File: config.mk
export PLATFORM = sky130hd
export DESIGN_NAME = r_mux_2to1
export DESIGN_NICKNAME = d
export VERILOG_FILES = /design/src/rtl/r_mux_2to1.sv
export SDC_FILE = /design/constraint.sdc
export NUM_CORES = 1
export LEC_CHECK = 0
export ABC_AREA = 1
export CORE_ASPECT_RATIO = 0.75
export CORE_UTILIZATION = 22
export CTS_BUF_LIST = sky130_fd_sc_hd__clkbuf_16
export DETAILED_ROUTE_END_ITERATION = 10
export MAX_ROUTING_LAYER = met4
export PLACE_DENSITY = 0.86
export SLEW_MARGIN = 25
export SYNTH_ARGS = -nofsm -noshare
export SYNTH_HDL_FRONTEND = slang
export SYNTH_SLANG_ARGS = --single-unit
File: constraint.sdc
create_clock -name aclk -period 1.78 [get_ports aclk]
set_input_delay 0.356 -clock aclk [delete_from_list [all_inputs] [get_ports aclk]]
set_output_delay 0.356 -clock aclk [all_outputs]
set_load 0.02 [all_outputs]
File: src/rtl/r_mux_2to1.sv
// r_mux_2to1: AXI3 R-channel return mux, two slaves onto one master port.
// Arbitration is round-robin and happens once per burst. The grant stays locked
// until the rlast beat has been accepted, so bursts from the two slaves never
// interleave. An idle cycle always separates two bursts.
// Optional feature (compile-time macro R_MUX_OUT_REG_EN): a 2-entry skid
// buffer between the mux and the master port. The buffer breaks the
// combinational path from rready_m to rready_s1/rready_s2.
//
// state    | meaning
// ---------+--------------------------------------------------------------
// IDLE     | no owner; slaves held off; picks the next burst owner
// BURST_S1 | slave 1 owns the R path until its rlast beat is accepted
// BURST_S2 | slave 2 owns the R path until its rlast beat is accepted
module r_mux_2to1 #(
    parameter int DATA_W = 32,
    parameter int ID_W   = 4
) (
    input  logic              aclk,
    input  logic              areset,

    input  logic [ID_W-1:0]   rid_s1,
    input  logic [DATA_W-1:0] rdata_s1,
    input  logic [1:0]        rresp_s1,
    input  logic              rlast_s1,
    input  logic              rvalid_s1,
    output logic              rready_s1,

    input  logic [ID_W-1:0]   rid_s2,
    input  logic [DATA_W-1:0] rdata_s2,
    input  logic [1:0]        rresp_s2,
    input  logic              rlast_s2,
    input  logic              rvalid_s2,
    output logic              rready_s2,

    output logic [ID_W-1:0]   rid_m,
    output logic [DATA_W-1:0] rdata_m,
    output logic [1:0]        rresp_m,
    output logic              rlast_m,
    output logic              rvalid_m,
    input  logic              rready_m,

    output logic [1:0]        grant
);

    // A beat is packed as {rid, rdata, rresp, rlast}, so bit 0 is rlast.
    localparam int PW = ID_W + DATA_W + 2 + 1;

    typedef enum logic [1:0] {
        IDLE     = 2'd0,
        BURST_S1 = 2'd1,
        BURST_S2 = 2'd2
    } state_t;

    state_t        state_q, state_d;
    logic          last_srv_q, last_srv_d;   // 0: s1 served last, 1: s2 served last
    logic [1:0]    grant_q, grant_d;

    logic          sel_valid;
    logic [PW-1:0] sel_payload;
    logic          sel_ready;
    logic          beat_acc;
    logic          last_acc;

    // Select the owning slave's beat; nothing is selected while idle.
    always_comb begin
        sel_valid   = 1'b0;
        sel_payload = '0;
        case (state_q)
            BURST_S1: begin
                sel_valid   = rvalid_s1;
                sel_payload = {rid_s1, rdata_s1, rresp_s1, rlast_s1};
            end
            BURST_S2: begin
                sel_valid   = rvalid_s2;
                sel_payload = {rid_s2, rdata_s2, rresp_s2, rlast_s2};
            end
            default: begin
                sel_valid   = 1'b0;
                sel_payload = '0;
            end
        endcase
    end

    // Only the owner sees ready; the other slave is held off for the whole burst.
    always_comb begin
        rready_s1 = (state_q == BURST_S1) && sel_ready;
        rready_s2 = (state_q == BURST_S2) && sel_ready;
        beat_acc  = sel_valid && sel_ready;
        last_acc  = beat_acc && sel_payload[0];
    end

    // Next owner: a lone requester wins; on a tie the slave not served last wins.
    always_comb begin
        state_d    = state_q;
        last_srv_d = last_srv_q;
        grant_d    = grant_q;
        case (state_q)
            IDLE: begin
                if (rvalid_s1 && (!rvalid_s2 || last_srv_q)) begin
                    state_d = BURST_S1;
                    grant_d = 2'b01;
                end else if (rvalid_s2) begin
                    state_d = BURST_S2;
                    grant_d = 2'b10;
                end
            end
            BURST_S1: begin
                if (last_acc) begin
                    state_d    = IDLE;
                    last_srv_d = 1'b0;
                    grant_d    = 2'b00;
                end
            end
            BURST_S2: begin
                if (last_acc) begin
                    state_d    = IDLE;
                    last_srv_d = 1'b1;
                    grant_d    = 2'b00;
                end
            end
            default: begin
                state_d = IDLE;
                grant_d = 2'b00;
            end
        endcase
    end

    // Arbiter registers. After reset last_srv is set so that s1 wins the first tie.
    always_ff @(posedge aclk) begin
        if (areset) begin
            state_q    <= IDLE;
            last_srv_q <= 1'b1;
            grant_q    <= 2'b00;
        end else begin
            state_q    <= state_d;
            last_srv_q <= last_srv_d;
            grant_q    <= grant_d;
        end
    end

    assign grant = grant_q;

`ifdef R_MUX_OUT_REG_EN
    // Two-entry skid buffer. The grant is released when the rlast beat is
    // written into the buffer, not when it leaves on the master port.
    logic [PW-1:0] mem_q [2];
    logic [PW-1:0] mem_d [2];
    logic          wr_ptr_q, wr_ptr_d;
    logic          rd_ptr_q, rd_ptr_d;
    logic [1:0]    count_q, count_d;
    logic          push;
    logic          pop;
    logic [PW-1:0] head;

    // Accept a beat whenever a slot is free; drain toward the master on its ready.
    always_comb begin
        sel_ready = (count_q != 2'd2);
        push      = beat_acc;
        rvalid_m  = (count_q != 2'd0);
        pop       = rvalid_m && rready_m;
        head      = rvalid_m ? mem_q[rd_ptr_q] : '0;
        {rid_m, rdata_m, rresp_m, rlast_m} = head;
    end

    // Buffer pointer and occupancy update.
    always_comb begin
        mem_d[0] = mem_q[0];
        mem_d[1] = mem_q[1];
        if (push) begin
            mem_d[wr_ptr_q] = sel_payload;
        end
        wr_ptr_d = wr_ptr_q ^ push;
        rd_ptr_d = rd_ptr_q ^ pop;
        count_d  = count_q + 2'(push) - 2'(pop);
    end

    // Buffer storage; reset empties it and clears the stored beats.
    always_ff @(posedge aclk) begin
        if (areset) begin
            mem_q[0] <= '0;
            mem_q[1] <= '0;
            wr_ptr_q <= 1'b0;
            rd_ptr_q <= 1'b0;
            count_q  <= 2'd0;
        end else begin
            mem_q[0] <= mem_d[0];
            mem_q[1] <= mem_d[1];
            wr_ptr_q <= wr_ptr_d;
            rd_ptr_q <= rd_ptr_d;
            count_q  <= count_d;
        end
    end
`else
    // Combinational datapath: the owning slave drives the master port directly.
    always_comb begin
        sel_ready = rready_m;
        rvalid_m  = sel_valid;
        {rid_m, rdata_m, rresp_m, rlast_m} = sel_payload;
    end
`endif

endmodule

== Word level (Yosys, flattened, before mapping) ==
Index checks and enable logic that the tools add are counted.
Storage, ports and cells
  register bits after elaboration: 3
  input port bits: 83
  output and inout bits: 44
  logic and storage cells: 29
Cells by class
  eq/ne operators: 6
  multiplexer cells: 9
  reduce and logical (&&, ||, !) cells: 12
Operator list (count)
  one-hot mux 39 bit (2 select lines): 1
  2-to-1 mux 2 bit: 3
  logical AND 1 bit: 5
  != test 2 bit, second input constant: 2
  one-hot mux 1 bit (2 select lines): 2
  one-hot mux 2 bit (2 select lines): 1
  != test 3 bit, second input constant: 1
  AND reduction 3 bit: 1
  == test 2 x 1 -> 1 bit, second input constant: 1
  == test 2 bit, second input constant: 1
  logical NOT 2 bit: 1
  2-to-1 mux 1 bit: 2
  != test 2 x 1 -> 1 bit, second input constant: 1
  AND reduction 2 bit: 1
  nonzero test 2 bit: 1
  OR reduction 2 bit: 1
  logical NOT 1 bit: 1
  logical OR 1 bit: 1

== Logic depth before layout (Yosys ltp) ==
  depth after elaboration: 6
  depth in mapped cells: 11
  mapped depth without buffers: 10

== Worst setup path after synthesis ==
OpenSTA, ideal clock, no wires.
  path type: register to output
  start point: register, netlist name grant[0]
  end point: output port rdata_m[11]
  data arrival time: 1.511 ns
  data required time: 1.424 ns
  slack: -0.087 ns
  cell stages (with the launch flop): 6
  buffers on the path: 1
  path through: dfxtp_1 > inv_1 > ha_1 > clkinv_1 > clkbuf_1 > a21oi_1
RTL lines
  end, declared: line 36  | output logic [DATA_W-1:0] rdata_m,

==> run_results.csv <==
group,metric,value,unit
timing,worst-slew-pin-transition,297.7,ps
setup_path,crit_path_cell_trace,"buf_6 > ha_4 > buf_12 > buf_12 > nand2_1 > a21oi_2 > buf_4",
setup_path,cp-start-kind,"flop",
timing,fin_ws,-29.93,ps
die,rows,18,
timing,maxSlewHeadroom,0.7995,
grt,antenna_found_initial,0,
grt,grt_pass1_wl,6147,um
die,core_area,3356,um^2
synthesis,synth_xor_area_frac,0,
synthesis,yosys.area.top_type,"nand2_1",
setup_path,slowest_stage,"dfxtp_4",
timing,clock_skew,5.241,ps
grt,grt_overflow,0,
timing,setup_viol,2,
timing,period_share,1.017,
detailed_routing,vias_per_cell,4.698,
setup_path,crit_type,"reg2out",
hold_path,whs_path_depth,2,
die,top_level_ports,127,
grt,met3_usage,0.03745,
timing,fin_crit,1810,ps
clocking,cts_buffers,3,
synthesis,synth-seq-area-share,0.07619,
clocking,tritoncts,"done",
die,die_x,71.12,um
synthesis,synth.ff_latch_count,3,
synthesis,ys_types,13,
detailed_routing,drc,9,
synthesis,yosysWarnings,0,
clocking,clkLatencyLatePin,220,ps
synthesis,synthMuxAreaShare,0,
setup_path,worstPathArrival,1450,ps
outcome,outcome,"finished with violations",
placed_design,io_buffers,126,
grt,grt_use_total,0.2107,
clocking,clock-sinks,3,
die,initial_core_util,0.2349,
timing,holdWs,492.3,ps
detailed_routing,routedWlPerCell,12.97,um
setup_path,crit_path_end_kind,"output port",
setup_path,cp_data_required_time,1420,ps
layout,final_core_util,0.7416,
die,die-area,3829,um^2
synthesis,synth_nets,259,
detailed_routing,wirelength,4515,um
timing,slew_viol_final,0,
synthesis,synth-simple-area-share,0.4825,
synthesis,synth_top_area_share,0.4381,
setup_path,reg2reg_depth,12,
layout,area_growth,215.7,%
layout,final_layout_size_suffix_gt1_frac,0.3344,
power,leakage,1.011,nW
detailed_routing,drt-pass1-iter-count,8,
clocking,clk_pin_slew_worst_paths,30,ps
layout,num_antenna_cells,0,
setup_path,cp_max_fo,10,
timing,grt_setup_unrepaired,"yes",
die,die_height,53.84,um
power,peakVddDrop,0.5827,mV
synthesis,syn_avg_cell_area,4.556,um^2
detailed_routing,drt_iter0_markers,53,
layout,multiInputGateArea,794.5,um^2
clocking,cts_root_buffer,"clkbuf_16",
power,p_per_area,1186,nW/um^2
job,maxCapViolCount,0,
synthesis,yosys.area_share.adder,0.04762,
clocking,cts_hold_buf,0,
detailed_routing,dr_total_vias,1635,
synthesis,synth_area_leaders,"nand2_1 44%, a21oi_1 25%, dfxtp_1 7.6%",
placed_design,dp_hpwl,3056,um
synthesis,syn_area,788.3,um^2
hold_path,hp-class,"reg2reg",
layout,seq_area,65.06,um^2
timing,max_freq,552.5,MHz
grt,gr-max-usage-layer,"met2",
clocking,cts_max_level,1,
setup_path,slowest_delay,370,ps
synthesis,synth_top_family_by_area,"simple AND/OR/NAND/NOR gates",
grt,grt_pass1_vias,1426,
layout,nets,395,
setup_path,crit_path_frequent_cell,"buf_12",
layout,nFillCells,248,
outcome,failed_checks,"design-rule violations, negative setup slack",
synthesis,syn_inst,173,
clocking,clockBufferDepth,2,
synthesis,synth-compound-area-share,0.2730,
timing,finalHoldViolCount,0,
grt,grt_max_degree,23,
detailed_routing,ant_nets,0,
placed_design,gp_congestion,0.7851,
grt,grtUsageMet1,0.2340,
grt,gr-usage-met2,0.4006,
## sequential cells by signal, summed over array words and instances, names as in the netlist
name        count
grant           2
last_srv_q      1
## through the flow
| step | setup slack (ps) | TNS [ps] | area, um^2 | total power, mW | std cells |
|---|---|---|---|---|---|
| after floorplan | -87.43 | -3429 | 788.3 | 1.039 | 173 |
| after global placement | -311.7 | -11050 | 2161 | 1.900 | 338 |
| after detailed placement | -343.6 | -12360 | 2161 | 1.916 | 338 |
| after CTS | -1.171 | -1.883 | 2280 | 2.567 | 345 |
| after global routing | -76.51 | -754.4 | 2489 | 3.141 | 348 |
| final | -29.93 | -31.53 | 2489 | 2.952 | 348 |
## logic make-up after synthesis
| kind of cell | Yosys count |
|---|---|
| adder cells (fa/ha/maj) | 3 |
| AO/OA/AOI/OAI | 42 |
| AND/OR/NAND/NOR | 101 |
| flip-flops | 3 |
| buffers and inverters | 24 |
## cell usage in the layout, fill, tap and decap left out
master / netlist / layout
inv_8: 0 / 1
nand2_1: 92 / 92
clkdlybuf4s15_2: 0 / 1
buf_12: 0 / 5
nor2_1: 8 / 8
clkbuf_16: 0 / 5
nor3_1: 1 / 1
dfxtp_2: 0 / 1
buf_6: 0 / 5
buf_8: 0 / 2
o21ai_0: 1 / 1
dfxtp_4: 0 / 1
o211ai_1: 1 / 1
inv_4: 0 / 1
inv_1: 10 / 9
clkdlybuf4s15_1: 0 / 1
ha_4: 0 / 3
o21bai_1: 1 / 1
dfxtp_1: 3 / 1
a21oi_1: 39 / 6
buf_4: 0 / 43
inv_2: 0 / 1
a21oi_2: 0 / 33
buf_16: 0 / 1
clkdlybuf4s50_1: 0 / 84
## worst max-delay path: cells and delay by family, from the launching register on
kind                     cells  cell delay [ps]
flip-flops                   1              370
AO/OA/AOI/OAI                1              150
adder cells (fa/ha/maj)      1              150
buffers and inverters        4              480
AND/OR/NAND/NOR              1               80
## path summary, 6_finish.rpt
kind / endpoint / startpoint / slack, ps
worst min register to register: last_srv_q$_SDFFE_PP1P_ / last_srv_q$_SDFFE_PP1P_ / 490
worst min-delay path: last_srv_q$_SDFFE_PP1P_ / last_srv_q$_SDFFE_PP1P_ / 490
worst max-delay path: rid_m[3] / grant[1]$_SDFFE_PP0P_ / -30
worst max register to register: grant[1]$_SDFFE_PP0P_ / grant[0]$_SDFFE_PP0P_ / 170
## synth_stat cells
| cell | number |
|---|---|
| nor3_1 | 1 |
| clkinv_1 | 1 |
| nor2_1 | 8 |
| buf_2 | 4 |
| o211ai_1 | 1 |
| a21oi_1 | 39 |
| dfxtp_1 | 3 |
| ha_1 | 3 |
| nand2_1 | 92 |
| clkbuf_1 | 9 |
| o21bai_1 | 1 |
| inv_1 | 10 |
| o21ai_0 | 1 |
## power by group
part	switching, mW	internal, mW
clock network	0.0609	0.290
registers	0.0199	0.0912
logic	1.30	1.19
## routing by layer
layer / vias to the layer above / wire length [um]
met3: 4 / 341
met1: 734 / 1887
met4: 0 / 34
met5: - / 0
met2: 85 / 2252
li1: 812 / -
## layout make-up
type / instances / area share
Clock buffer: 3 / 0.03017
Clock inverter: 1 / 0.001508
Inverter: 11 / 0.02061
Multi-Input combinational cell: 146 / 0.3193
Sequential cell: 3 / 0.02614
Tap cell: 40 / 0.02011
Timing Repair Buffer: 144 / 0.5822
## timing repair
action,4_1_cts,5_1_grt
gates cloned,1,2
pin swaps,0,1
resized for setup,223,45
setup endpoints to repair,42,42
buffers inserted,2,1
Note: power is estimated with default switching activity, not from simulation.
==> patch 1 (same flow settings) <==
Encoding of `state_t`: now one-hot (3 bits for 3 states).
--- a/src/rtl/r_mux_2to1.sv
+++ b/src/rtl/r_mux_2to1.sv
@@ -45,10 +45,10 @@
     // A beat is packed as {rid, rdata, rresp, rlast}, so bit 0 is rlast.
     localparam int PW = ID_W + DATA_W + 2 + 1;
 
-    typedef enum logic [1:0] {
-        IDLE     = 2'd0,
-        BURST_S1 = 2'd1,
-        BURST_S2 = 2'd2
+    typedef enum logic [2:0] {
+        IDLE     = 3'b001,
+        BURST_S1 = 3'b010,
+        BURST_S2 = 3'b100
     } state_t;
 
     state_t        state_q, state_d;
Behaviour: same outputs for any inputs over 10 cycles, from zero or initial values and one cycle with areset high; not proved beyond that.
==> patch 1 against the unedited design <==
- worst setup slack improved by 0.086 ns
- cell count fell by 24%
- synthesized area fell by 14%
- wire length fell by 11%
- design area fell by 18%
- sequential cell count rose by 1
Power is not compared: it rests on default switching activity, and its combinational part moved more than twofold at a synthesized area within 25%.
==> patch 1: results (changes against the unedited design) <==
Parameter                              Value

Global route
  Global routing usage on met1 ... 24.7% (+1.3 points)
  Wire length of the first global-routing pass ... 5.83 mm (-5.2%)
  Largest net degree at the start of global routing ... 22 (-4.3%)
  Number of global-route vias before repair ... 1253 (-12%)
  Met2 usage in global routing ... 43.4% (+3.3 points)
  Total routing usage reported by global routing ... 23.4% (+2.3 points)

Setup path
  CP max-delay cell ... dfxtp_2
  Worst reg2reg setup slack ... 0.41 ns (+0.24 ns)
  Worst setup path endpoint ... rdata_m[16]
  Data arrival time of the critical path ... 1.37 ns (-0.08 ns)
  Number of cells traversed by the worst register-to-register path ... 10 (-2)
  Startpoint of the most critical register-to-register path ... state_q[0]
  Critical path launch point type ... flop

Detailed routing
  Initial detailed-routing violation count ... 57 (+7.5%)
  Post-route DRC ... 0 (-9)
  Routed wire length on met3 ... 310 um (-9.1%)
  Wire length on met2 ... 2.11 mm (-6.4%)
  Ratio of routed vias to standard cells ... 4.85 (+3.1%)
  Met1 layer wirelength in the final routing ... 1.55 mm (-18%)
  Post-DR wirelength/cell ... 15.1 um (+16%)

Placed design
  Half-perimeter wire length after detailed placement ... 3.09 mm (+0.99%)
  Dpl cell area ... 0.00206 mm2 (-4.5%)
  Worst setup slack before clock tree synthesis ... -0.235 ns (+0.109 ns)
  Cells after DPL ... 262 (-22%)

Layout
  Non-CTS inverters ... 7 (-4)
  Sequential cell area ... 86.3 um2 (+33%)
  Fill cell instance count of the final layout ... 263 (+6.0%)
  Seq_cells ... 4 (+1)
  Clock network area share ... 3.69% (+0.53 points)
  Plain + repair buffers ... 145 (+0.69%)
  Count of multi-input combinational gates ... 69 (-53%)
  Max FFs per register ... 2 (unchanged)
  Fraction of layout cells with a size suffix above 1 ... 31.6% (-1.9 points)
  Share of the final layout cell area in multi-input gates ... 24.3% (-7.7 points)
  Synthesis-to-layout area growth ... 199%
  Layout non-clock buf frac ... 64.0% (+5.8 points)
  Fin nets ... 313 (-21%)

Yosys
  Count of distinct cell types in the synthesized netlist ... 17 (+4)
  Commonest cells in the netlist ... 38 x a22o_1, 9 x nand2_1, 6 x nand3_1
  Avg Inst Size Synth ... 7.56 um2 (+66%)
  Sequential cell area fraction in the yosys report ... 11.8% (+4.1 points)
  Compound-cell area share of the yosys netlist ... 52.6% (+25 points)
  Ranking of synthesized cells by area ... a22o_1 49%, dfxtp_1 12%, buf_6 8.3%
  Adder-cell share of the synthesized area ... 0% (-4.8 points)

STA
  Peak Freq ... 0.580 GHz (+5.0%)
  Setup skew after layout ... 0.00330 ns (-0.00194 ns)

Clock network
  Post-CTS resize count ... 172 (-23%)
  Postcts setup bufs ... 0 (-2)

Outcome
  Result of the run ... complete, no violations

Floorplanning
  Die area ... 0.00332 mm2 (-13%)
patch 1: cell count changes after synthesis, moves of 4 or more:
cell	before	now
inv_1	10	5
clkbuf_1	9	0
a22o_1	0	38
a21oi_1	39	3
buf_6	0	5
nand2_1	92	9
nor2_1	8	4
nand3_1	0	6
patch 1: cell families (layout without fill, tap and decap cells):
| kind of cell | count (synthesis) | count (layout) |
|---|---|---|
| AOI/OAI and AO/OA | 43 | 43 |
| buffers and inverters | 17 | 155 |
| DFF | 4 | 4 |
| and+or+nand+nor | 26 | 26 |
patch 1: how the worst min path moves through the flow:
stage / end / slack [ns] / cells past startpoint
2_1_floorplan: state_q[1] / 0.43 / 1
3_5_place_dp: last_srv_q / 0.48 / 2
4_1_cts: last_srv_q / 0.51 / 2
6_report: last_srv_q / 0.51 / 2
3_3_place_gp: last_srv_q / 0.45 / 2
5_1_grt: last_srv_q / 0.60 / 2
==> patch 2 (same settings) <==
Without the edit above. Build with the macro `R_MUX_OUT_REG_EN` defined.
--- a/src/rtl/r_mux_2to1.sv
+++ b/src/rtl/r_mux_2to1.sv
@@ -11,6 +11,8 @@
 // IDLE     | no owner; slaves held off; picks the next burst owner
 // BURST_S1 | slave 1 owns the R path until its rlast beat is accepted
 // BURST_S2 | slave 2 owns the R path until its rlast beat is accepted
+`define R_MUX_OUT_REG_EN
+
 module r_mux_2to1 #(
     parameter int DATA_W = 32,
     parameter int ID_W   = 4
Check against the original RTL: not equivalent (Yosys sat finds a counterexample within 4 cycles, from zero or initial values and one cycle with areset high).
==> patch 2 against the unedited design <==
- synthesized area rose to 5.0 times the old value
- combinational power up 69%
- via count rose to 2.7 times the old value
- total power rose to 2.9 times the old value
- clock skew about the same
- design area rose to 2.6 times the old value
- non-clock buffer count up 37
- sequential cell count up 82
- first-iteration DRC count rose to 3.6 times the old value
- sequential power rose to 22 times the old value
- worst setup slack better by 0.043 ns
- wire length rose to 3.0 times the old value
- largest power group unchanged
- highest routed layer unchanged
==> patch 2: results (changes against the unedited design) <==
Parameter                              Value

Detailed routing
  Post-DR wirelength/cell ... 14.7 um (+14%)
  Ratio of routed vias to standard cells ... 4.73 (+0.63%)
  Met1 layer wirelength in the final routing ... 6.42 mm (+240%)
  Wire length on met2 ... 6.39 mm (+180%)
  Initial detailed-routing violation count ... 189 (+260%)

Pwr
  Leakage power ... 0.00244 uW (+140%)

Setup path
  Number of cells traversed by the worst register-to-register path ... 10 (-2)
  Data arrival time of the critical path ... 2.03 ns (+0.58 ns)
  Critical R2R Capture ... mem_q[0][20]
  Startpoint of the most critical register-to-register path ... grant[1]

STA
  Worst hold-check slack ... 0.499 ns (+0.00661 ns)
  Setup skew after layout ... 0.00566 ns (+0.000416 ns)
  Max-slew headroom ... 79.7% (-0.23 points)

Layout
  Fraction of layout cells with a size suffix above 1 ... 24.0% (-9.4 points)
  Fill cell instance count of the final layout ... 1810 (+630%)

Yosys
  Commonest cells in the netlist ... 132 x nand2_1, 123 x a21oi_1, 85 x dfxtp_1
  Avg Inst Size Synth ... 7.29 um2 (+60%)

Global route
  Met2 usage in global routing ... 22.3% (-18 points)
  Wire length of the first global-routing pass ... 20.0 mm (+220%)

Placed design
  Final GP Congestion ... 0.808 (+2.9%)

Outcome
  Result of the run ... complete, no violations

Clock network
  Worst-skew pair later-pin latency ... 0.33 ns (+0.11 ns)
  CTS Buf Count ... 9 (+6)

Floorplanning
  Starting Density ... 22.5% (-1.0 points)

Min path
  HP Start ... mem_q[0][9]
  Hold EP ... mem_q[0][9]
==> patch 2: logic make-up (layout without fill, tap and decap cells) <==
group / Yosys count / count (layout) / synth area share (%)
AOI/OAI and AO/OA: 245 / 245 / 34.6
and+or+nand+nor: 144 / 144 / 13.9
DFF: 85 / 85 / 42.8
buffers and inverters: 65 / 211 / 6.81
adders and majority gates: 5 / 5 / 1.58
xor gates and xnor gates: 1 / 1 / 0.221
==> patch 2: worst max-delay path by stage <==
stage,start,to,slack [ns]
after CTS,count_q[1],rid_m[1],-0.02
after floorplan,grant[0],mem_q[0][18],-0.05
final,grant[1],mem_q[0][20],0.01
after global routing,grant[1],mem_q[0][15],-0.05
after detailed placement,rd_ptr_q,rid_m[3],-0.1
after global placement,rd_ptr_q,rdata_m[19],-0.08
==> patch 2: repair_timing <==
action                                  in CTS  in global routing
pin swaps                                    3                  7
cloned                                       1                  5
endpoints found under the hold margin        0                  0
setup buffers                               10                 10
gates resized for setup                    176                 99
endpoints found under the setup margin      78                 81
==> patch 2: area by class of cell <==
| class | instances | area (um2) | share of cell area [%] |
|---|---|---|---|
| timing repair buffer | 181 | 1910 | 29.6 |
| multi-input combinational | 395 | 2180 | 33.7 |
| sequential | 85 | 1720 | 26.5 |
| clock inverter | 6 | 51.3 | 0.792 |
| tap | 242 | 303 | 4.68 |
| inverter | 14 | 60.1 | 0.928 |
| clock buffer | 10 | 250 | 3.86 |
==> patch 2: power groups by stage <==
stage	combinational, uW	clock (uW)	sequential [uW]
global route	4550	2010	2430
global placement	3230	0	2400
detailed placement	3290	0	2410
finish	4220	1890	2400
floorplan	1890	0	2390
CTS	3560	1930	2380
